$ cat config.mk
export PLATFORM = sky130hd
export DESIGN_NAME = umi_fifo_sync
export DESIGN_NICKNAME = d
export VERILOG_FILES = /design/src/rtl/umi_fifo_sync.sv
export SDC_FILE = /design/constraint.sdc
export NUM_CORES = 1
export LEC_CHECK = 0
export CAP_MARGIN = 20
export CORE_ASPECT_RATIO = 1.1
export CORE_MARGIN = 5
export CORE_UTILIZATION = 55
export DETAILED_ROUTE_END_ITERATION = 8
export PLACE_DENSITY = 0.79
export SLEW_MARGIN = 30
export SYNTH_ARGS = -nofsm -noshare
export SYNTH_HDL_FRONTEND = slang
export SYNTH_SLANG_ARGS = --single-unit
$ cat constraint.sdc
create_clock -name clk -period 26.1 [get_ports clk]
set_input_delay 5.22 -clock clk [delete_from_list [all_inputs] [get_ports clk]]
set_output_delay 5.22 -clock clk [all_outputs]
set_load 0.05 [all_outputs]
$ cat src/rtl/umi_fifo_sync.sv
// Single-clock UMI packet FIFO with occupancy status, flush and bypass.
// Output is first-word-fall-through; ready/valid are gated by reset and flush.
module umi_fifo_sync #(
    parameter     TARGET = "DEFAULT",
    parameter int DEPTH  = 4,
    parameter int UW     = 256,
    parameter int AFULL  = DEPTH - 1,
    localparam int CW    = $clog2(DEPTH) + 1
) (
    input  logic          clk,
    input  logic          reset,
    input  logic          bypass,
    input  logic          flush,
    output logic          fifo_full,
    output logic          fifo_empty,
    output logic          fifo_afull,
    output logic [CW-1:0] fifo_count,
    input  logic          umi_in_valid,
    input  logic [UW-1:0] umi_in_packet,
    output logic          umi_in_ready,
    output logic          umi_out_valid,
    output logic [UW-1:0] umi_out_packet,
    input  logic          umi_out_ready,
    input  logic          vdd,
    input  logic          vss
);

    localparam int AW = CW - 1;

    logic [UW-1:0] mem [DEPTH];
    logic [AW-1:0] wr_ptr;
    logic [AW-1:0] rd_ptr;
    logic [CW-1:0] count;
    logic          fifo_ready;
    logic          fifo_valid;
    logic          wr;
    logic          rd;
    logic          unused_ok;

    assign unused_ok = vdd ^ vss ^ (TARGET == "DEFAULT");

    // Status is decoded from the registered count only.
    assign fifo_count = count;
    assign fifo_full  = (count == CW'(DEPTH));
    assign fifo_empty = (count == '0);
    assign fifo_afull = (count >= CW'(AFULL));

    assign fifo_ready = ~fifo_full & ~flush & ~reset;
    assign fifo_valid = ~fifo_empty & ~flush & ~reset;

    assign wr = umi_in_valid & fifo_ready & ~bypass;
    assign rd = fifo_valid & umi_out_ready & ~bypass;

    assign umi_in_ready   = bypass ? umi_out_ready : fifo_ready;
    assign umi_out_valid  = bypass ? umi_in_valid  : fifo_valid;
    assign umi_out_packet = bypass ? umi_in_packet : mem[rd_ptr];

    always_ff @(posedge clk) begin
        if (wr) begin
            mem[wr_ptr] <= umi_in_packet;
        end
    end

    always_ff @(posedge clk) begin
        if (reset || (flush && !bypass)) begin
            wr_ptr <= '0;
            rd_ptr <= '0;
            count  <= '0;
        end else begin
            if (wr) begin
                wr_ptr <= wr_ptr + 1'b1;
            end
            if (rd) begin
                rd_ptr <= rd_ptr + 1'b1;
            end
            count <= count + CW'(wr) - CW'(rd);
        end
    end

endmodule
==> impl_metrics.env <==
export IMPL_reg2reg_slack_ns=22.60
export IMPL_p_comb_share_pct=8.2
export IMPL_seqPwrFrac_pct=52.6
export IMPL_hp_class="flip-flop to flip-flop"
export IMPL_ant_nets=0
export IMPL_drc=0
export IMPL_drive_above_1_share_pct=15.3
export IMPL_worstSetupPathType="input port to primary output"
export IMPL_first_iter_violations=2231
export IMPL_dieArea_um2=79800
export IMPL_ioPinCount=528
export IMPL_routed_wl_um=92700
export IMPL_setup_viol=0
export IMPL_numCtsBuffers=98
export IMPL_synth_distinct_cells=33
export IMPL_p_int_mw=2.70
export IMPL_first_global_vias=23200
export IMPL_tritoncts="done"
export IMPL_htree_levels=3
export IMPL_worst_path_max_fanout=100
export IMPL_grt_overflow_total=0
export IMPL_avgSynthCellArea_um2=18.4
export IMPL_min_from="rd_ptr[1]$_SDFFE_PP0P_"
export IMPL_vias=22100
export IMPL_syn_inst=2222
export IMPL_cp_end_kind="primary output"
export IMPL_grt_start_max_net_pins=132
export IMPL_clk_latency_ns=0.66
export IMPL_synth_nets=2494
export IMPL_area_growth_pct=22.2
export IMPL_p_per_area_nw_per_um2=69.9
export IMPL_nNetsFinal=3030
export IMPL_slew_violations=0
export IMPL_grt_pass1_wl_um=141000
export IMPL_place_port_buffers=525
export IMPL_dp_hpwl_um=54400
export IMPL_r2r_cells=5
export IMPL_routedWlPerCell_um=24.4
export IMPL_coreArea_um2=73400
export IMPL_ys_ff_latch=1033
export IMPL_clock_path_buffers=3
export IMPL_syn_area_um2=40800
export IMPL_worstPathArrival_ns=8.42
export IMPL_fin_skew_ns=0.0463
export IMPL_rsz0062_at_grt="no"
export IMPL_via_per_inst=5.82
export IMPL_gp_congestion=0.818
export IMPL_cp_data_required_time_ns=20.88
export IMPL_fmax_mhz=73.3
export IMPL_post_route_period_util_pct=52.3
export IMPL_cts_sinks=1033
export IMPL_ys_seq_area_share_pct=75.7
export IMPL_maxCapViolCount=0
export IMPL_ir_drop_uv=65.3
export IMPL_p_leak_nw=16.7
export IMPL_holdWs_ns=0.490
export IMPL_utilization_pct=68.0
export IMPL_cts_resized=0
export IMPL_clock_root_buffer="clkbuf_16"
export IMPL_die_h_um=296
export IMPL_final_common_cell="edfxtp_1"
export IMPL_slew_headroom_pct=21.8
export IMPL_reg2reg_from="fifo_count[1]$_SDFF_PP0_"
export IMPL_rows=104
export IMPL_layout_common_cells="edfxtp_1, nand2_1, clkdlybuf4s50_1, mux4_2, clkbuf_16"
export IMPL_cts_hold_buffers=0
export IMPL_r2r_end="mem[3][182]$_DFFE_PP_"
export IMPL_switching_share_pct=22.7
export IMPL_p_switching_mw=0.790
export IMPL_fp_dieW_um=270
export IMPL_initial_core_util_pct=55.7
export IMPL_min_path_cells=1
export IMPL_first_pass_iters=5
export IMPL_fin_setup_tns_ns=0
export IMPL_yosysWarnings=0
export IMPL_tightest_slew_ns=1.17
export IMPL_cp_start_kind="input port"
export IMPL_p_clk_share_pct=39.1
export IMPL_antenna_found_initial=12
export IMPL_post_route_min_period_ns=13.64
export IMPL_status="complete, no violations"
export IMPL_cts_setup_buffers=0
export IMPL_clkTransAtPathRegs_ns=0.06
export IMPL_hold_violations=0
export IMPL_grtUsageTotal_pct=22.9
==> synthesized netlist by cell type <==
library cell,count,area (µm²)
a211oi_1,1,7.51
a21oi_1,2,10.0
and2_1,4,25.0
and3_1,1,6.26
buf_1,3,11.3
buf_12,22,440
buf_2,46,230
buf_4,1,7.51
buf_6,1,11.3
buf_8,5,75.1
clkbuf_1,36,135
clkinv_1,1,3.75
dfxtp_1,9,180
edfxtp_1,1024,30700
fa_1,1,20.0
ha_1,7,87.6
inv_1,10,37.5
inv_2,1,3.75
mux2_2,1,11.3
mux2i_1,2,20.0
mux4_2,256,5770
nand2_1,770,2890
nand4b_1,1,8.76
nor2_1,3,11.3
nor3_1,3,15.0
o211ai_1,2,15.0
o21ai_0,3,15.0
o22ai_1,1,6.26
o31ai_1,1,7.51
or3_4,1,11.3
or3b_1,1,8.76
or4_1,1,7.51
xor2_1,1,8.76
==> state kept, by name (all words and copies together), names as in the netlist, named ones only <==
register	count
fifo_count	3
rd_ptr	2
wr_ptr	2
mem	1024
==> routing by layer <==
layer	wire length [µm]	track usage, %	vias to the layer above
li1	-	-	9594
met3	7960	5.70	186
met1	35100	30.7	11300
met4	2790	7.55	12
met5	86	0	-
met2	46800	37.9	1015
==> kinds of logic (layout without fill, tap and decap cells) <==
| kind of cell | after synthesis | count (layout) | synth area share (%) |
|---|---|---|---|
| DFF | 1033 | 1033 | 75.7 |
| muxes | 259 | 259 | 14.2 |
| AOI/OAI and AO/OA | 10 | 10 | 0.150 |
| xor gates and xnor gates | 1 | 1 | 0.0214 |
| other | 0 | 7 | 0 |
| buffers and inverters | 126 | 740 | 2.34 |
| and+or+nand+nor | 785 | 785 | 7.31 |
| adders and majority gates | 8 | 8 | 0.263 |
==> final cells by class <==
type	count	area, µm²
diodes	7	17.5
clock buffers	115	2560
clock inverters	63	562
fillers	4571	23500
inverters	12	52.6
multi-input cells	1063	8970
flip-flops and latches	1033	30900
well taps	954	1190
repair buffers	550	5630
==> worst max-delay path, stage by stage <==
cell             delay [ns]
clkbuf_8               0.40
inv_8                  0.70
buf_4                  0.84
nand2_1                0.24
nand2_1                0.14
clkdlybuf4s50_1        0.80
==> power by group through the flow <==
| stage | Sequential (mW) | Clock (mW) | Combinational [mW] |
|---|---|---|---|
| after detailed placement | 1.87 | 0 | 0.286 |
| after floorplan | 1.87 | 0 | 0.146 |
| after CTS | 1.84 | 1.39 | 0.288 |
| final | 1.84 | 1.36 | 0.287 |
| after global routing | 1.84 | 1.47 | 0.301 |
| after global placement | 1.87 | 0 | 0.282 |
==> metrics by stage <==
stage	area [µm²]	power [mW]	setup slack (ns)	std cells
2_1_floorplan	40800	2.02	13.77	2222
3_3_place_gp	46600	2.15	12.23	3607
3_5_place_dp	46700	2.16	12.41	3609
4_1_cts	49800	3.52	12.41	3787
5_1_grt	49900	3.61	12.26	3793
6_report	49900	3.49	12.46	3797
==> how the worst max path moves through the flow <==
stage                     startpoint             endpoint  slack (ns)
after global placement        bypass   umi_out_packet[58]       12.23
after floorplan               bypass  mem[0][0]$_DFFE_PP_       13.77
final                         bypass  umi_out_packet[152]       12.46
after detailed placement      bypass  umi_out_packet[154]       12.41
after CTS                     bypass  umi_out_packet[154]       12.41
after global routing          bypass  umi_out_packet[154]       12.26
Note: power is estimated with default switching activity, not from simulation.
